===== src/rtl/bin_map_pkg.sv =====
// rtl/bin_map_pkg.sv - shared constants, state encodings and FIFO entry layout for the bin map packer
// Purpose : default geometry of the packer, derived word count, FSM state codes.
// Ports   : none (package).
package bin_map_pkg;

    localparam int WW_DEF         = 32;
    localparam int CW_DEF         = 17;
    localparam int FRAME_BITS_DEF = 4096;
    localparam int DEPTH_DEF      = 4;
    localparam int AW_DEF         = 8;

    // Number of packed words needed to hold a frame, rounding the tail word up.
    function automatic int words_for(input int frame_bits, input int ww);
        return (frame_bits + ww - 1) / ww;
    endfunction

    localparam int WORDS_PER_FRAME = words_for(FRAME_BITS_DEF, WW_DEF);

    localparam logic [1:0] S_IDLE  = 2'd0;
    localparam logic [1:0] S_PACK  = 2'd1;
    localparam logic [1:0] S_DRAIN = 2'd2;

    // Entry layout at default geometry; the top packs the same {last, addr, data} order.
    typedef struct packed {
        logic                last;
        logic [AW_DEF-1:0]   addr;
        logic [WW_DEF-1:0]   data;
    } fifo_entry_t;

endpackage


===== src/rtl/bin_word_fifo.sv =====
// rtl/bin_word_fifo.sv - synchronous first-word-fall-through FIFO for packed words
// Purpose : DEPTH-entry FWFT buffer; head entry visible on rd_data_o whenever not empty.
// Ports   : clk_i, rst_i (async high), clr_i (sync flush), wr_en_i/wr_data_i (push),
//           rd_en_i (pop head), rd_data_o (head), full_o, empty_o.
module bin_word_fifo #(
    parameter int W     = 41,
    parameter int DEPTH = 4
) (
    input  logic         clk_i,
    input  logic         rst_i,
    input  logic         clr_i,
    input  logic         wr_en_i,
    input  logic [W-1:0] wr_data_i,
    input  logic         rd_en_i,
    output logic [W-1:0] rd_data_o,
    output logic         full_o,
    output logic         empty_o
);

    localparam int PW = $clog2(DEPTH);

    logic [W-1:0]  mem [DEPTH];
    // Pointers carry one extra wrap bit to tell full from empty.
    logic [PW:0]   wr_ptr_q, rd_ptr_q;
    logic          wr_fire, rd_fire;

    assign empty_o = (wr_ptr_q == rd_ptr_q);
    assign full_o  = (wr_ptr_q[PW] != rd_ptr_q[PW]) &&
                     (wr_ptr_q[PW-1:0] == rd_ptr_q[PW-1:0]);

    assign rd_fire = rd_en_i && !empty_o && !clr_i;
    // A pop in the same cycle frees the slot, so a push into a full FIFO still lands.
    assign wr_fire = wr_en_i && (!full_o || rd_fire) && !clr_i;

    assign rd_data_o = mem[rd_ptr_q[PW-1:0]];

    always_ff @(posedge clk_i) begin
        if (wr_fire) begin
            mem[wr_ptr_q[PW-1:0]] <= wr_data_i;
        end
    end

    always_ff @(posedge clk_i or posedge rst_i) begin
        if (rst_i) begin
            wr_ptr_q <= '0;
            rd_ptr_q <= '0;
        end else if (clr_i) begin
            wr_ptr_q <= '0;
            rd_ptr_q <= '0;
        end else begin
            if (wr_fire) wr_ptr_q <= wr_ptr_q + 1'b1;
            if (rd_fire) rd_ptr_q <= rd_ptr_q + 1'b1;
        end
    end

endmodule


===== src/rtl/bin_map_packer.sv =====
// rtl/bin_map_packer.sv - packs 1-bit bin decisions LSB-first into words behind a valid/ready FIFO
// Purpose : checks bin ordering, zero-pads the frame tail word, flags last word, buffers output.
// Ports   : iCLK, iRST (async high), iCLR (sync clear), iEN/iDATA/iCNT (bin stream in),
//           oVALID/iREADY/oDATA/oADDR/oLAST (word stream out), oDONE (frame delivered pulse),
//           oERR (sticky ordering error), oOVF (sticky dropped word).
module bin_map_packer
    import bin_map_pkg::*;
#(
    parameter int WW         = WW_DEF,
    parameter int CW         = CW_DEF,
    parameter int FRAME_BITS = FRAME_BITS_DEF,
    parameter int DEPTH      = DEPTH_DEF,
    parameter int AW         = AW_DEF
) (
    input  logic          iCLK,
    input  logic          iRST,
    input  logic          iCLR,
    input  logic          iEN,
    input  logic          iDATA,
    input  logic [CW-1:0] iCNT,
    output logic          oVALID,
    input  logic          iREADY,
    output logic [WW-1:0] oDATA,
    output logic [AW-1:0] oADDR,
    output logic          oLAST,
    output logic          oDONE,
    output logic          oERR,
    output logic          oOVF
);

    localparam int            BW       = $clog2(WW);
    localparam int            EW       = 1 + AW + WW;
    localparam logic [CW-1:0] LAST_BIN = CW'(FRAME_BITS - 1);

    logic [1:0]    state_q, state_d;
    logic [CW-1:0] exp_q, exp_d;
    logic [WW-1:0] sr_q, sr_d;
    logic [BW-1:0] bpos_q, bpos_d;
    logic [AW-1:0] addr_q, addr_d;
    logic          err_q, err_d;
    logic          ovf_q, ovf_d;
    logic          lost_q, lost_d;

    logic [WW-1:0] hold_data_q;
    logic [AW-1:0] hold_addr_q;
    logic          hold_last_q;

    logic          accept, is_last_bin, complete, pop, dropped;
    logic [WW-1:0] word;
    logic [EW-1:0] wr_entry, head;
    logic          fifo_full, fifo_empty;
    logic          head_last;
    logic [AW-1:0] head_addr;
    logic [WW-1:0] head_data;

    assign accept = iEN && (((state_q == S_IDLE) && (iCNT == '0)) ||
                            ((state_q == S_PACK) && (iCNT == exp_q)));
    assign is_last_bin = (iCNT == LAST_BIN);
    // Bits above bpos_q are already zero, so the tail word comes out zero-padded.
    assign word     = sr_q | ({{(WW-1){1'b0}}, iDATA} << bpos_q);
    assign complete = accept && ((bpos_q == BW'(WW - 1)) || is_last_bin);
    assign wr_entry = {is_last_bin, addr_q, word};

    assign {head_last, head_addr, head_data} = head;

    assign pop     = !fifo_empty && iREADY && !iCLR;
    assign dropped = complete && fifo_full && !pop;

    bin_word_fifo #(
        .W     (EW),
        .DEPTH (DEPTH)
    ) u_fifo (
        .clk_i     (iCLK),
        .rst_i     (iRST),
        .clr_i     (iCLR),
        .wr_en_i   (complete),
        .wr_data_i (wr_entry),
        .rd_en_i   (pop),
        .rd_data_o (head),
        .full_o    (fifo_full),
        .empty_o   (fifo_empty)
    );

    assign oVALID = !fifo_empty;
    assign oDATA  = fifo_empty ? hold_data_q : head_data;
    assign oADDR  = fifo_empty ? hold_addr_q : head_addr;
    assign oLAST  = fifo_empty ? hold_last_q : head_last;
    assign oDONE  = pop && head_last;
    assign oERR   = err_q;
    assign oOVF   = ovf_q;

    always_comb begin
        state_d = state_q;
        exp_d   = exp_q;
        sr_d    = sr_q;
        bpos_d  = bpos_q;
        addr_d  = addr_q;
        err_d   = err_q;
        ovf_d   = ovf_q;
        lost_d  = lost_q;

        if (iEN && !accept) begin
            err_d = 1'b1;
        end

        if (accept) begin
            exp_d   = iCNT + CW'(1);
            state_d = is_last_bin ? S_DRAIN : S_PACK;
            if (complete) begin
                sr_d   = '0;
                bpos_d = '0;
                addr_d = is_last_bin ? '0 : addr_q + AW'(1);
            end else begin
                sr_d   = word;
                bpos_d = bpos_q + BW'(1);
            end
        end

        if (dropped) begin
            ovf_d = 1'b1;
            if (is_last_bin) lost_d = 1'b1;
        end

        // A dropped last word never reaches the output, so the frame ends once the
        // surviving words have drained instead of on a last-word acceptance.
        if (state_q == S_DRAIN) begin
            if (oDONE) begin
                state_d = S_IDLE;
            end else if (lost_q && fifo_empty) begin
                state_d = S_IDLE;
                lost_d  = 1'b0;
            end
        end
    end

    always_ff @(posedge iCLK or posedge iRST) begin
        if (iRST) begin
            state_q     <= S_IDLE;
            exp_q       <= '0;
            sr_q        <= '0;
            bpos_q      <= '0;
            addr_q      <= '0;
            err_q       <= 1'b0;
            ovf_q       <= 1'b0;
            lost_q      <= 1'b0;
            hold_data_q <= '0;
            hold_addr_q <= '0;
            hold_last_q <= 1'b0;
        end else if (iCLR) begin
            state_q     <= S_IDLE;
            exp_q       <= '0;
            sr_q        <= '0;
            bpos_q      <= '0;
            addr_q      <= '0;
            err_q       <= 1'b0;
            ovf_q       <= 1'b0;
            lost_q      <= 1'b0;
            hold_data_q <= '0;
            hold_addr_q <= '0;
            hold_last_q <= 1'b0;
        end else begin
            state_q <= state_d;
            exp_q   <= exp_d;
            sr_q    <= sr_d;
            bpos_q  <= bpos_d;
            addr_q  <= addr_d;
            err_q   <= err_d;
            ovf_q   <= ovf_d;
            lost_q  <= lost_d;
            // Keep the departing head so the outputs hold when the FIFO runs empty.
            if (pop) begin
                hold_data_q <= head_data;
                hold_addr_q <= head_addr;
                hold_last_q <= head_last;
            end
        end
    end

endmodule

===== config.mk =====
export PLATFORM = sky130hd
export DESIGN_NAME = bin_map_packer
export DESIGN_NICKNAME = d
export VERILOG_FILES = /design/src/rtl/bin_map_pkg.sv /design/src/rtl/bin_word_fifo.sv /design/src/rtl/bin_map_packer.sv
export SDC_FILE = /design/constraint.sdc
export NUM_CORES = 1
export LEC_CHECK = 0
export ABC_AREA = 1
export CORE_AREA = 2 2 181 183
export DETAILED_ROUTE_END_ITERATION = 7
export DIE_AREA = 0 0 183 185
export PLACE_DENSITY = 0.54
export SLEW_MARGIN = 15
export SYNTH_ARGS = -nofsm -noshare
export SYNTH_HDL_FRONTEND = slang
export SYNTH_SLANG_ARGS = --single-unit

===== constraint.sdc =====
create_clock -name iCLK -period 4.35 [get_ports iCLK]
set_input_delay 0.87 -clock iCLK [delete_from_list [all_inputs] [get_ports iCLK]]
set_output_delay 0.87 -clock iCLK [all_outputs]
set_load 0.01 [all_outputs]

==> run_results.csv <==
group,metric,value,unit
synth,synth_compound_gate_area_share,12.10,%
setup_path,slowest_stage,"clkdlybuf4s50_1",
setup_path,reg2regPathDepth,9,
min_path,timing.hold.worst_endpoint,"sr_q[31]$_DFFE_PP0P_",
timing,rsz0062_at_grt,"false",
synth,largest_family_of_logic_cells_by_synthesized_area,"simple AND/OR/NAND/NOR gates",
floorplan,io_pins,68,
min_path,worstHoldPathCells,2,
clocking,cts_repair_resize_count,0,
finish,layout.cell_area.non_filler,14780,um^2
pwr,p_leak,5.716,nW
timing,finalHoldWorstSlack,0.4846,ns
synth,yosys_register_bits,278,
setup_path,worstSetupStartpointType,"flop",
finish,area.growth.synth_to_final,17.54,%
finish,multi_input_area,4121,um^2
synth,synth.area.mux_share,0.07962,%
detailed_routing,iter_0_drt_violations,630,
global_route,antenna_violations_before_repair,0,
placement,placed_cell_area,13800,um^2
finish,area.sequential,7779,um^2
timing,setup_tns,0,ns
clocking,tritoncts,"done",
synth,synth_most_common_cell,"nand2_1",
timing,relSlewSlack,52.73,%
setup_path,worst-endpoint-required,3.48,ns
timing,setup_skew_after_layout,0.008410,ns
clocking,postCtsHoldBufs,0,
floorplan,placement_rows,66,
synth,cell_types_with_the_highest_counts_after_synthesis,"nand2_1 (245), nor2_1 (191), o21ai_0 (182)",
finish,drive_above_1_share,7.464,%
synth,synth-edff-count,164,
clocking,clk_pin_slew,0.06,ns
finish,antennaDiodeCount,0,
placement,dp_hpwl,19840,um
setup_path,rr_startpoint,"u_fifo.rd_ptr_q[0]$_DFFE_PP0P_",
synth,synth-async-reset-ratio,41.01,%
floorplan,dieWidth,183,um
global_route,grt_util_all_layers,18.22,%
clocking,ctsLongestPathBuffers,3,
detailed_routing,drcViolationCount,0,
timing,achievable-frequency,248.6,MHz
detailed_routing,wirelength,30320,um
synth,synth_ff_type,"edfxtp_1",
detailed_routing,avgViaCountPerCell,5.076,
synth,yosysTopAreaCell,"edfxtp_1",
clocking,clock_tree.root_cell,"clkbuf_16",
synth,post_synth.cell_area_avg,9.753,um^2
placement,numPortBuffers,67,
global_route,grt_max_degree,61,
global_route,overall_overflow_remaining_after_global_route,0,
synth,ys_seq_area_share,61.86,%
setup_path,arrival,3.15,ns
setup_path,crit_type,"flop to output port",
synth,post_synth_xor_area_fraction,1.324,%
placement,gpl.final_weighted_congestion,0.9073,
finish,n_fill_cell,2997,
clocking,cts-htree-levels,1,
clocking,cts.repair_timing.setup_buffer_count,0,
detailed_routing,dr.pass1.iters,5,
timing,layout_min_cycle_time,4.023,ns
timing,post_route_clock_period_utilization,92.47,%
clocking,clk-insertion-delay-late,0.57,ns
timing,transition_time_at_the_pin_with_the_least_slew_margin,0.7036,ns
global_route,grt_pass1_vias,8823,
min_path,holdCritPathClass,"flop to flop",
clocking,cts.sinks,278,
global_route,grt_first_pass_wirelength,48840,um
synth,adder_cell_share_of_the_synthesized_area,0.9952,%
floorplan,core-area,32040,um^2
synth,syn_nets,1322,
clocking,clock_buffers_created_by_tritoncts,31,
setup_path,r2r-end,"u_fifo.mem[0][24]$_DFFE_PP_",
timing,setup_violations,0,
synth,post_synth_and_or_nand_nor_area_fraction,17.90,%
synth,yosysWarnings,0,
setup_path,timing.critical_path.slowest_cell_delay,0.60,ns
timing,final_hold_viol_count,0,
pwr,power-per-cell-area,373.6,nW/um^2
synth,largest_cells_by_area_after_synthesis,"edfxtp_1 (39%), dfrtp_1 (23%), nand2_1 (7.3%)",
min_path,hold_start,"sr_q[31]$_DFFE_PP0P_",
synth,synthesis.area,12570,um^2
timing,timing_max_transition_violations_final,0,
floorplan,die-height,185,um
detailed_routing,route.antenna.remaining_nets,0,
finish,design.final.nets,1388,
outcome,outcome,"completed",
setup_path,crit_path_end_kind,"output port",
pwr,vdd_ir_drop_max,0.0003144,V
detailed_routing,post_drt_wl_per_cell,16.96,um
run,cap_violations,0,
setup_path,critical_path.cell_chain,"buf_4 > inv_1 > buf_4 > o21ai_0 > o22ai_1 > nand2_1 > o21ai_0 > clkdlybuf4s50_1",
detailed_routing,via_count,9076,
synth,synth_cell_type_count,40,
synth,netlist_instances,1289,
setup_path,setup.reg_to_reg.worst_slack,1.20,ns
floorplan,fp.dieArea,33860,um^2
setup_path,critical_path.max_fanout,27,
synth,synth_top_cell_area_share,39.17,%
floorplan,floorplan.initialDensity,39.24,%
[registers in the layout, indices dropped and copies added (netlist names)]
signal,flops
addr_q,8
bpos_q,5
exp_q,17
hold_addr_q,8
hold_data_q,32
hold_last_q,1
lost_q,1
oERR,1
oOVF,1
sr_q,32
state_q,2
u_fifo.mem,164
u_fifo.rd_ptr_q,3
u_fifo.wr_ptr_q,3
[placed cells by master (no fill, tap or decap), types with 14 or more instances in the layout]
cell	n
nand2_1	245
o22ai_1	41
clkbuf_16	31
o21ai_0	182
nor2_1	187
edfxtp_1	164
xor2_1	14
o21bai_1	32
buf_4	20
nand3_1	36
inv_1	100
nand4_1	26
clkdlybuf4s50_1	67
dfrtp_1	113
[routing by layer]
layer	wire, um	vias to the layer above	share of wire, %	global-route usage [%]
li1	-	4497	-	-
met3	942	46	3.1	2.163
met4	619	0	2.0	4.320
met5	0	-	0	0
met1	14630	4390	48	25.19
met2	14130	143	47	30.80
[metrics by stage]
stage	instances	worst slack [ns]	power, W	util [%]
4_1_cts	1788	0.2534	0.005586	46.12
6_report	1788	0.3274	0.005520	46.12
2_1_floorplan	1289	0.07787	0.003000	-
5_1_grt	1788	0.1131	0.005713	46.12
3_5_place_dp	1730	0.2912	0.003086	43.06
3_3_place_gp	1730	0.3711	0.003086	43.06
[cell families after synthesis]
group,Yosys count
xor+xnor,19
flops,278
mux,1
fa+ha+maj,10
simple gates,534
compound gates,274
buf+inv,173
[critical path: cells and delay by family (launching register included)]
kind / cells / cell delay, ns
flops: 1 / 0.36
simple gates: 1 / 0.08
buf+inv: 4 / 1.63
compound gates: 3 / 0.52
[how the worst max path moves through the flow]
stage / cells after the start / start / endpoint / slack [ns]
6_report: 8 / u_fifo.rd_ptr_q[1]$_DFFE_PP0P_ / oADDR[5] / 0.33
5_1_grt: 8 / u_fifo.rd_ptr_q[1]$_DFFE_PP0P_ / oADDR[5] / 0.11
4_1_cts: 8 / u_fifo.rd_ptr_q[1]$_DFFE_PP0P_ / oADDR[5] / 0.25
3_5_place_dp: 13 / iCNT[0] / u_fifo.mem[0][2]$_DFFE_PP_ / 0.29
3_3_place_gp: 13 / iCNT[0] / u_fifo.mem[0][1]$_DFFE_PP_ / 0.37
2_1_floorplan: 11 / iCNT[0] / u_fifo.mem[0][0]$_DFFE_PP_ / 0.08
[power by group]
group / switching (W) / internal [W] / leakage (nW)
clock network: 0.00105 / 0.00144 / 0.478
logic: 0.000155 / 0.0000671 / 2.16
registers: 0.0000140 / 0.00280 / 3.08
total: 0.00122 / 0.00430 / 5.72
[final cells by class]
class / count / area share, %
Sequential cell: 278 / 52.64
Multi-Input combinational cell: 838 / 27.89
Timing Repair Buffer: 94 / 6.503
Clock buffer: 43 / 5.826
Tap cell: 408 / 3.455
Inverter: 112 / 2.879
Clock inverter: 15 / 0.8044
No activity file was read; power rests on OpenSTA's default activity.
